[src/rtl/i2c_pkg.sv]
// i2c_pkg: shared state type and slot constants for the single-byte I2C write master.
package i2c_pkg;
  typedef enum logic [2:0] {IDLE, START_C, ADDR, ADDR_ACK, DATA, DATA_ACK, STOP_C} state_e;
  localparam int SLOTS_FULL = 20;
  localparam int SLOTS_NACK = 11;
  localparam int QUARTERS = 4;
endpackage

[src/rtl/i2c_quarter_tick.sv]
// i2c_quarter_tick: divides the system clock into quarter bit-slots; one-cycle tick on each quarter's last cycle.
module i2c_quarter_tick #(
  parameter int CLK_DIV = 4
) (
  input  logic CLK,
  input  logic RST_N,
  input  logic en,
  output logic tick
);
  localparam int W = $clog2(CLK_DIV);
  localparam logic [W-1:0] LAST = W'(CLK_DIV - 1);
  logic [W-1:0] cnt_q, cnt_d;
  always_comb begin
    tick  = en && cnt_q == LAST;
    cnt_d = (!en || cnt_q == LAST) ? '0 : cnt_q + W'(1);
  end
  always_ff @(posedge CLK or negedge RST_N) begin
    if (!RST_N) cnt_q <= '0;
    else        cnt_q <= cnt_d;
  end
endmodule

[src/rtl/i2c_master_writer.sv]
// i2c_master_writer: single-byte I2C write (START, addr+W, ACK, data, ACK, STOP).
// All outputs are flops loaded from the next-state view, so they change exactly at slot/quarter entry.
module i2c_master_writer #(
  parameter int CLK_DIV = 4
) (
  input  logic       CLK,
  input  logic       RST_N,
  input  logic       START,
  input  logic [6:0] ADDR,
  input  logic [7:0] DATA,
  input  logic       RX,
  output logic       TX,
  output logic       SCL,
  output logic       BUSY,
  output logic       DONE,
  output logic       ACK_ERR
);
  import i2c_pkg::*;
  localparam int QW = $clog2(QUARTERS);
  localparam logic [QW-1:0] Q_LAST = QW'(QUARTERS - 1);
  state_e        state_q, state_d;
  logic [QW-1:0] qtr_q, qtr_d;
  logic [2:0]    bit_q, bit_d;
  logic [15:0]   shift_q, shift_d;
  logic          ack_err_q, ack_err_d, tx_q, tx_d, scl_q, scl_d;
  logic          busy_q, busy_d, done_q, done_d;
  logic          tick, slot_end, scl_high;

  i2c_quarter_tick #(.CLK_DIV(CLK_DIV)) u_tick (
    .CLK  (CLK),
    .RST_N(RST_N),
    .en   (state_q != IDLE),
    .tick (tick)
  );

  assign slot_end = tick && qtr_q == Q_LAST;

  always_ff @(posedge CLK or negedge RST_N) begin
    if (!RST_N) begin
      state_q   <= IDLE;
      qtr_q     <= '0;
      bit_q     <= '0;
      shift_q   <= '0;
      ack_err_q <= 1'b0;
      tx_q      <= 1'b1;
      scl_q     <= 1'b1;
      busy_q    <= 1'b0;
      done_q    <= 1'b0;
    end else begin
      state_q   <= state_d;
      qtr_q     <= qtr_d;
      bit_q     <= bit_d;
      shift_q   <= shift_d;
      ack_err_q <= ack_err_d;
      tx_q      <= tx_d;
      scl_q     <= scl_d;
      busy_q    <= busy_d;
      done_q    <= done_d;
    end
  end

  // Address byte and data byte share one shift register: {A6..A0, W=0, D7..D0}
  always_comb begin
    state_d   = state_q;
    qtr_d     = qtr_q;
    bit_d     = bit_q;
    shift_d   = shift_q;
    ack_err_d = ack_err_q;
    if (state_q == IDLE) begin
      if (START) begin
        state_d   = START_C;
        qtr_d     = '0;
        bit_d     = '0;
        shift_d   = {ADDR, 1'b0, DATA};
        ack_err_d = 1'b0;
      end
    end else if (tick) begin
      qtr_d = qtr_q + QW'(1);
      if ((state_q == ADDR_ACK || state_q == DATA_ACK) && qtr_q == QW'(2))
        ack_err_d = ack_err_q | RX;
      if (slot_end) begin
        bit_d = '0;
        case (state_q)
          START_C:       state_d = i2c_pkg::ADDR;
          i2c_pkg::ADDR: begin
            shift_d = shift_q << 1;
            bit_d   = bit_q + 3'd1;
            state_d = bit_q == 3'd7 ? ADDR_ACK : i2c_pkg::ADDR;
          end
          ADDR_ACK:      state_d = ack_err_q ? STOP_C : i2c_pkg::DATA;
          i2c_pkg::DATA: begin
            shift_d = shift_q << 1;
            bit_d   = bit_q + 3'd1;
            state_d = bit_q == 3'd7 ? DATA_ACK : i2c_pkg::DATA;
          end
          DATA_ACK:      state_d = STOP_C;
          STOP_C:        state_d = IDLE;
          default:       state_d = IDLE;
        endcase
      end
    end
  end

  always_comb begin
    scl_high = qtr_d == QW'(1) || qtr_d == QW'(2);
    tx_d     = 1'b1;
    scl_d    = 1'b1;
    case (state_d)
      START_C:                      tx_d = qtr_d < QW'(2);
      i2c_pkg::ADDR, i2c_pkg::DATA: begin
        tx_d  = shift_d[15];
        scl_d = scl_high;
      end
      ADDR_ACK, DATA_ACK:           scl_d = scl_high;
      STOP_C:                       begin
        tx_d  = qtr_d == Q_LAST;
        scl_d = qtr_d != '0;
      end
      default:                      ;
    endcase
    busy_d = state_d != IDLE;
    done_d = state_q == STOP_C && slot_end;
  end

  assign TX      = tx_q;
  assign SCL     = scl_q;
  assign BUSY    = busy_q;
  assign DONE    = done_q;
  assign ACK_ERR = ack_err_q;
endmodule
[config.mk]
export PLATFORM = sky130hd
export DESIGN_NAME = i2c_master_writer
export DESIGN_NICKNAME = d
export VERILOG_FILES = /design/src/rtl/i2c_pkg.sv /design/src/rtl/i2c_quarter_tick.sv /design/src/rtl/i2c_master_writer.sv
export SDC_FILE = /design/constraint.sdc
export NUM_CORES = 1
export LEC_CHECK = 0
export CORE_MARGIN = 8
export CORE_UTILIZATION = 52
export DETAILED_ROUTE_END_ITERATION = 10
export PLACE_DENSITY_LB_ADDON = 0.15
export SLEW_MARGIN = 20
export SYNTH_ARGS = -nofsm -noshare
export SYNTH_HDL_FRONTEND = slang
export SYNTH_SLANG_ARGS = --single-unit
[constraint.sdc]
create_clock -name CLK -period 2.8 [get_ports CLK]
set_input_delay 0.28 -clock CLK [delete_from_list [all_inputs] [get_ports CLK]]
set_output_delay 0.28 -clock CLK [all_outputs]
set_load 0.02 [all_outputs]
==> flow_summary.toml, run 1 <==
[run_status]
status = "complete, no violations"

[detailed_routing]
vias_per_cell = 6.23
wl_mm = 3.33
wl_per_cell_um = 16.7
first_iter_violations = 124
ant_nets = 0
dr_total_vias = 1240
drc = 0
first_pass_iters = 5

[yosys]
yosysTopAreaCellShare_pct = 47.9
synthesis.area_sq_um = 1510
synthAdderAreaFrac_pct = 5.79
synth_edf_count = 0
synth_compound_area_share_pct = 20.4
synthSimpleGateAreaFrac_pct = 13.4
synth_top_family_by_area = "compound AO/OA/AOI/OAI gates"
synth_seq_area_share_pct = 51.4
synthFlopType = "dfrtp_1"
yosysWarnings = 0
yosys-top-cells-area = "dfrtp_1 (48%), a222oi_1 (8.6%), ha_1 (5.8%)"
synth_nets = 168
synth_cell_type_count = 35
synth_top_area_cell = "dfrtp_1"
async_flop_share_pct = 100
synthTopCellsByCount = "dfrtp_1 (29), inv_1 (15), a222oi_1 (13)"
synth.avg_cell_area_sq_um = 10.7
synthMuxAreaShare_pct = 1.40
yosys.area_share.xor_xnor_pct = 0.579
yosysMostFrequentCell = "dfrtp_1"
synth_seq_cells = 31
synthCells = 142

[pwr]
switching_share_pct = 37.4
internal-power_mw = 1.18
power_switching_mw = 0.706
power_density_nw_per_um2 = 1020
p_leak_nw = 0.869
pwr-share-clk_pct = 19.4
seqPwrFrac_pct = 42.8
peakVddDrop_mv = 0.669
power_frac_comb_pct = 37.8

[clock_tree]
post_cts_buffers = 0
insertion_delay_ns = 0.34
ctsHtreeMaxLevel = 2
cts_sinks = 31
cts.hold.buffers_added = 0
clockBufferDepth = 2
cts_tree = "yes"
cts.clk_slew.worst_paths_ns = 0.10
cts-root-buf = "clkbuf_4"
cts_buffers = 5
cts_resized = 0

[placement]
place_congestion = 0.916
placed_cell_area_sq_um = 1770
place_hpwl_mm = 2.35
io_buffers = 23
place_ws_ns = 0.699

[critical_path]
worstPathMaxFanout = 15
critPathKind = "reg2reg"
critPathLaunchType = "flop"
end_kind = "flop"
worstPathRequired_ns = 3.05
arrival_ns = 2.43

[sta]
fmax_mhz = 458
finalClockSkew_ns = 0.00775
rsz0062_at_grt = "false"
fin_crit_ns = 2.18
relSlewSlack_pct = 64.6
finalCritPeriodShare_pct = 78.0
finalHoldViolCount = 0
slew_viol_final = 0
setup_violations = 0
worstMarginPinSlew_ns = 0.531
setup_ws_ns = 0.616
tns_ns = 0
hold_ws_ns = 0.330

[global_routing]
overflow = 0
grt_pass1_vias = 1166
antenna_found_initial = 0
grt_pass1_wl_mm = 5.55
track_usage_pct = 14.0
grt_max_degree = 32

[floorplan]
row_count = 19
io_pins = 24
dieHeight_um = 70.0
core_area_sq_um = 2760
dieArea_sq_um = 4890
die_x_um = 70.0
initial_core_util_pct = 54.9

[min_path]
hold_path_class = "in2async"

[job]
maxCapViolCount = 0

[cells_and_area]
synthToLayoutAreaGrowth_pct = 22.5
layout.nets = 193
diodes = 0
design_area_sq_um = 1850
drive_gt1_share_pct = 11.3
fillers = 221
final timing paths:
path | end | slack [ns] | from | depth (start not counted)
setup / recovery | SCL | 0.62 | state_q[1] | 8
hold / removal | u_tick.cnt_q[1] | 0.33 | RST_N | 2
setup reg to reg | SCL | 0.62 | state_q[1] | 8
hold reg to reg | u_tick.cnt_q[0] | 0.44 | u_tick.cnt_q[0] | 1
max in group asynchronous | SCL | 2.16 | RST_N | 2
min in group CLK | u_tick.cnt_q[0] | 0.44 | u_tick.cnt_q[0] | 1
power groups by stage:
stage	clock network (mW)	logic (mW)	registers (mW)
final	0.365	0.713	0.809
after global routing	0.393	0.798	0.829
after CTS	0.377	0.714	0.805
after detailed placement	0	0.707	0.811
after global placement	0	0.675	0.798
after floorplan	0	0.554	0.752
cell type report:
cell class	instances	area, sq um	area share, %
clock buffers	6	51.3	2.77
clock inverters	2	35.0	1.89
inverters	15	56.3	3.04
multi-input cells	87	634	34.2
flip-flops and latches	31	778	42.0
well taps	31	38.8	2.09
repair buffers	27	260	14.0
cell families (layout without fill, tap and decap cells):
group,count (synthesis),in the layout
adder cells (fa/ha/maj),7,7
flip-flops,31,31
XOR/XNOR,1,1
AO/OA/AOI/OAI,40,40
buffers and inverters,24,50
AND/OR/NAND/NOR,37,37
multiplexers,2,2
layout by cell type, fill, tap and decap left out, types with 5 or more instances in the layout:
cell type,Yosys,routed
dfrtp_1,29,29
o21ai_0,5,5
clkbuf_4,0,5
nand2_1,12,12
nand3_1,5,5
clkdlybuf4s50_1,0,23
a222oi_1,13,13
inv_1,15,15
o21ai_1,5,5
ha_1,7,7
flip-flops by register name (all words and copies together) (netlist names):
name,count
DONE,1
qtr_q,2
u_tick.cnt_q,2
state_q,3
bit_q,3
BUSY,1
TX,1
ACK_ERR,1
shift_q,16
SCL,1
stage by stage:
stage / power (mW) / utilization (%) / instances
detailed placement: 1.52 / 64.1 / 191
global route: 2.02 / 67.2 / 199
global placement: 1.47 / 64.1 / 191
CTS: 1.90 / 67.2 / 199
finish: 1.89 / 67.2 / 199
floorplan: 1.31 / - / 142
per-layer routing:
| metal | up-vias | share of wire [%] | GRT usage, % |
|---|---|---|---|
| li1 | 576 | - | - |
| met1 | 589 | 42 | 17.1 |
| met2 | 66 | 47 | 20.8 |
| met3 | 9 | 8.7 | 5.51 |
| met4 | 0 | 2.5 | 6.92 |
| met5 | - | 0 | 0 |
worst max-delay path, cell delays in order, from the launching register on:
cell      delay (ns)
dfrtp_1         0.56
or3_1           0.48
nor2_2          0.14
o21bai_1        0.15
nand2_1         0.10
o21ai_0         0.15
ha_1            0.29
nor3_1          0.18
a31oi_1         0.06
No activity file was read; power rests on OpenSTA's default activity.
==> run 2: changes to the inputs <==
==> constraint.sdc (replaced) <==
create_clock -name CLK -period 2.1 [get_ports CLK]
set_input_delay 0.21 -clock CLK [delete_from_list [all_inputs] [get_ports CLK]]
set_output_delay 0.21 -clock CLK [all_outputs]
set_load 0.02 [all_outputs]
==> run 2 against run 1 <==
  * Count of clock-buffer cells in the layout unchanged
  * Utilization up 2.2 points
  * Clock skew up 0.0013 ns
  * Clock power increased by 36%
  * First-iteration DRC count is 1.6% lower
  * Worst hold slack worse by 0.075 ns
  * Setup slack got worse by 0.50 ns
  * Critical endpoint unchanged
  * Largest cell class unchanged
  * Largest power group is now combinational logic
==> flow_summary.toml, run 2 (synthesis results as in run 1) <==
[min_path]
hold_path_class = "in2async"

[pwr]
pwr-share-clk_pct = 19.0
power_frac_comb_pct = 43.2
power_density_nw_per_um2 = 1360
power_switching_mw = 0.977
power_mw = 2.61
p_leak_nw = 0.903
switching_share_pct = 37.4
internal-power_mw = 1.63
peakVddDrop_mv = 0.882
seqPwrFrac_pct = 37.8

[critical_path]
worstPathMaxFanout = 3
regToRegStartpoint = "state_q[0]"
crit_path_max_incr_delay_ns = 0.44
ff2ff_path_depth = 8
end_kind = "flop"
critPathLaunchType = "flop"
crit_slowest_cell = "or3_1"
reg2reg_slack_ns = 0.11
arrival_ns = 2.23
cp_cell_sequence = "or3_1 > nor2_2 > o21bai_1 > nand2_1 > o21ai_0 > ha_1 > nor3_1 > a31oi_1"
critPathKind = "reg2reg"
worstPathRequired_ns = 2.35
reg2reg_to = "SCL"
crit_end = "SCL"
startpoint = "state_q[0]"

[detailed_routing]
drc = 0
first_iter_violations = 122
wl_per_cell_um = 17.2
dr_total_vias = 1245
vias_per_cell = 6.07
first_pass_iters = 5
wl_mm = 3.54
ant_nets = 0

[global_routing]
met1_usage_pct = 18.0
grt_pass1_vias = 1235
grt_max_degree = 32
grt_pass1_wl_mm = 6.01
overflow = 0
use_met3_pct = 4.24
grt_util_met2_pct = 23.4
top_usage_layer = "met2"
track_usage_pct = 15.0
antenna_found_initial = 0

[cells_and_area]
layout_common_cells = "dfrtp_1 (29), clkdlybuf4s50_1 (23), inv_1 (15)"
largestRegisters = "shift_q: 16 flops, bit_q: 3 flops, state_q: 3 flops"
fin_cells = 205
synthToLayoutAreaGrowth_pct = 26.4
drive_gt1_share_pct = 14.9
diodes = 0
multi_input_area_sq_um = 637
fillers = 217
seqCellArea_sq_um = 778
final_common_cell = "dfrtp_1"
layout.nets = 199
largest-register = "shift_q"
largest_reg_flops = 16

[clock_tree]
cts.clk_slew.worst_paths_ns = 0.10
cts_buffers = 5
clockBufferDepth = 2
insertion_delay_ns = 0.34
cts_tree = "yes"
cts-root-buf = "clkbuf_4"
cts.hold.buffers_added = 0
cts_sinks = 31
ctsHtreeMaxLevel = 2

[sta]
relSlewSlack_pct = 71.9
fin_crit_ns = 1.99
finalHoldViolCount = 0
setup_violations = 0
tns_ns = 0
worstMarginPinSlew_ns = 0.419
finalCritPeriodShare_pct = 94.5
slew_viol_final = 0
hold_ws_ns = 0.255
fmax_mhz = 504
finalClockSkew_ns = 0.00904

[floorplan]
core_area_sq_um = 2760
die_x_um = 70.0
io_pins = 24
dieArea_sq_um = 4890
dieHeight_um = 70.0
row_count = 19
initial_core_util_pct = 54.9

[placement]
place_inst = 195
place_congestion = 0.853
place_hpwl_mm = 2.54
io_buffers = 23

[run_status]
status = "complete, no violations"

[job]
maxCapViolCount = 0
## run 2: changes by cell type in the layout (fill, tap and decap cells not counted)
| cell | previous run | this run |
|---|---|---|
| nand2b_2 | 0 | 1 |
| nand2b_1 | 4 | 3 |
| buf_12 | 0 | 1 |
| buf_4 | 4 | 9 |
## run 2: metrics by stage
stage / setup slack [ns] / instance area (sq um) / utilization [%]
global route: -0.0286 / 1910 / 69.4
detailed placement: 0.161 / 1810 / 65.7
CTS: 0.142 / 1900 / 68.8
global placement: 0.269 / 1810 / 65.7
finish: 0.115 / 1910 / 69.4
floorplan: 0.0808 / 1510 / -
## run 2: power groups by stage
stage	Clock [mW]	Combinational, mW	Sequential [mW]
2_1_floorplan	0	0.738	1.00
3_3_place_gp	0	1.05	0.978
3_5_place_dp	0	1.11	1.00
4_1_cts	0.498	1.12	0.984
5_1_grt	0.535	1.26	1.01
6_report	0.496	1.13	0.986
## run 2: final cells by class
| cell class | instances | share of cell area [%] |
|---|---|---|
| Clock inverter | 2 | 1.83 |
| Timing Repair Buffer | 33 | 16.6 |
| Sequential cell | 31 | 40.7 |
| Clock buffer | 6 | 2.68 |
| Tap cell | 31 | 2.03 |
| Multi-Input combinational cell | 87 | 33.3 |
| Inverter | 15 | 2.94 |
## run 2: how the worst min path moves through the flow
stage / start / endpoint / slack (ns) / cells past startpoint
after floorplan: RST_N / ACK_ERR / -0.09 / 0
after global placement: u_tick.cnt_q[0] / u_tick.cnt_q[0] / 0.43 / 1
after detailed placement: u_tick.cnt_q[0] / u_tick.cnt_q[0] / 0.45 / 1
after CTS: RST_N / bit_q[1] / 0.26 / 2
after global routing: RST_N / shift_q[3] / 0.27 / 2
final: RST_N / shift_q[14] / 0.25 / 2
## run 2: worst max-delay path, delay by kind of cell (launching register included)
kind / cells / cell delay [ns]
flip-flops: 1 / 0.39
AO/OA/AOI/OAI: 3 / 0.35
AND/OR/NAND/NOR: 4 / 0.90
adder cells (fa/ha/maj): 1 / 0.27
## run 2: metal layers
metal  wire length (um)  vias to the layer above
li1                   -                      584
met4                109                        0
met1               1500                      597
met3                223                       14
met2               1700                       50
met5                  0                        -
## run 2: timing repair
item                                    CTS  global route
endpoints found under the hold margin     0             0
resized for setup                         0             1
endpoints found under the setup margin    0             4
setup buffers                             0             2
==> run 3: changes to the inputs <==
--- a/config.mk
+++ b/config.mk
@@ -6,7 +6,7 @@
 export NUM_CORES = 1
 export LEC_CHECK = 0
 export CORE_MARGIN = 8
-export CORE_UTILIZATION = 52
+export CORE_UTILIZATION = 35
 export DETAILED_ROUTE_END_ITERATION = 10
 export PLACE_DENSITY_LB_ADDON = 0.15
 export SLEW_MARGIN = 20
==> run 3 against run 2 <==
  * Critical path depth did not move
  * Power fell by 0.83%
  * Sequential power fell by 0.5%
  * Final cell count rose by 10%
  * Setup slack improved by 0.066 ns
  * Register-to-register slack improved by 0.07 ns
  * Count of clock-buffer cells in the layout did not move
  * Clock power fell by 6.0%
  * Clock skew fell by 0.0025 ns
  * Utilization fell by 24 points
  * Combinational power barely moved
  * Largest cell class unchanged
==> flow_summary.toml, run 3 (synthesis results as in run 1) <==
[global_routing]
antenna_found_initial = 0
grt_pass1_vias = 1256
grt_max_degree = 32
grt_pass1_wl_mm = 5.87
overflow = 0
track_usage_pct = 11.3

[placement]
place_hpwl_mm = 2.50
placed_cell_area_sq_um = 1850
place_congestion = 0.818
io_buffers = 23
place_inst = 219

[floorplan]
dieArea_sq_um = 6690
die_x_um = 81.8
initial_core_util_pct = 35.5
dieHeight_um = 81.8
core_area_sq_um = 4260
io_pins = 24
row_count = 24

[cells_and_area]
layout_common_cells = "dfrtp_1 (29), clkdlybuf4s50_1 (23), inv_1 (15)"
largestRegisters = "shift_q: 16 flops, bit_q: 3 flops, state_q: 3 flops"
largest_reg_flops = 16
drive_gt1_share_pct = 15.5
fin_util_pct = 45.6
layout.nets = 200
synthToLayoutAreaGrowth_pct = 28.3
design_area_sq_um = 1940
largest-register = "shift_q"
final_common_cell = "dfrtp_1"
diodes = 0
fin_cells = 226

[sta]
relSlewSlack_pct = 68.9
rsz0062_at_grt = "false"
fin_crit_ns = 1.92
fmax_mhz = 521
finalClockSkew_ns = 0.00652
finalHoldViolCount = 0
hold_ws_ns = 0.317
slew_viol_final = 0
worstMarginPinSlew_ns = 0.466
setup_violations = 0
finalCritPeriodShare_pct = 91.4
tns_ns = 0

[detailed_routing]
wl_mm = 3.45
ant_nets = 0
vias_per_cell = 5.28
dr_total_vias = 1193
wl_per_cell_um = 15.3
first_iter_violations = 118
first_pass_iters = 4
drc = 0

[clock_tree]
ctsHtreeMaxLevel = 2
insertion_delay_ns = 0.28
cts_sinks = 31
cts_buffers = 5
cts_resized = 0
cts-root-buf = "clkbuf_8"
post_cts_buffers = 0
clockBufferDepth = 2
cts.hold.buffers_added = 0
cts.clk_slew.worst_paths_ns = 0.07
cts_tree = "yes"

[critical_path]
regToRegStartpoint = "state_q[0]"
cp_cell_sequence = "or3_4 > nor2_2 > o21bai_1 > nand2_1 > o21ai_1 > ha_1 > nor3_1 > a31oi_1"
critPathKind = "reg2reg"
reg2reg_slack_ns = 0.18
ff2ff_path_depth = 8
reg2reg_to = "SCL"
worstPathMaxFanout = 3
worstPathRequired_ns = 2.29
arrival_ns = 2.11
crit_path_max_incr_delay_ns = 0.41
crit_slowest_cell = "or3_4"
end_kind = "flop"
critPathLaunchType = "flop"

[run_status]
status = "complete, no violations"

[min_path]
hold_path_class = "in2async"

[pwr]
peakVddDrop_mv = 0.456
p_leak_nw = 0.905
power_density_nw_per_um2 = 1330

[job]
maxCapViolCount = 0
-- run 3: cell types whose count changed in the layout (fill, tap and decap cells not counted), moves of 2 or more --
cell      change
buf_4         +2
clkbuf_4      -5
o21ai_0       -2
clkbuf_8      +5
-- run 3: power breakdown --
part           switching (mW)  total, mW  leakage (nW)  internal [mW]
clock                   0.209      0.466        0.0470          0.257
combinational           0.632       1.14         0.475          0.511
sequential              0.131      0.981         0.383          0.850
total                   0.973       2.59         0.905           1.62
-- run 3: through the flow --
stage | total power [mW] | worst slack, ns
2_1_floorplan | 1.74 | 0.0808
3_3_place_gp | 2.06 | 0.232
3_5_place_dp | 2.10 | 0.143
4_1_cts | 2.59 | 0.126
5_1_grt | 2.81 | 0.0182
6_report | 2.59 | 0.181
-- run 3: worst max-delay path by stage --
stage / from / cells after the start / to / slack, ns
CTS: state_q[0] / 8 / SCL / 0.13
global placement: qtr_q[0] / 6 / TX / 0.23
floorplan: state_q[1] / 10 / SCL / 0.08
global route: qtr_q[0] / 6 / shift_q[3] / 0.02
detailed placement: state_q[0] / 8 / SCL / 0.14
finish: state_q[0] / 8 / SCL / 0.18
-- run 3: layout make-up --
| cell class | instances | area [sq um] |
|---|---|---|
| Inverter | 15 | 56.3 |
| Sequential cell | 31 | 778 |
| Timing Repair Buffer | 34 | 313 |
| Tap cell | 52 | 65.1 |
| Fill cell | 419 | 2320 |
| Clock buffer | 6 | 82.6 |
| Multi-Input combinational cell | 87 | 643 |
| Clock inverter | 1 | 5.00 |
-- run 3: metal layers --
layer  GRT usage, %  part of all wire (%)  vias up
li1               -                     -      586
met5              0                     0        -
met1           15.0                    46      577
met2           16.8                    48       28
met4           4.04                  0.35        0
met3           3.50                   5.7        2
-- run 3: worst max-delay path: cells and delay by family (launching register included) --
| family | cells | cell delay, ns |
|---|---|---|
| and+or+nand+nor | 4 | 0.84 |
| adders and majority gates | 1 | 0.26 |
| AOI/OAI and AO/OA | 3 | 0.35 |
| DFF | 1 | 0.38 |
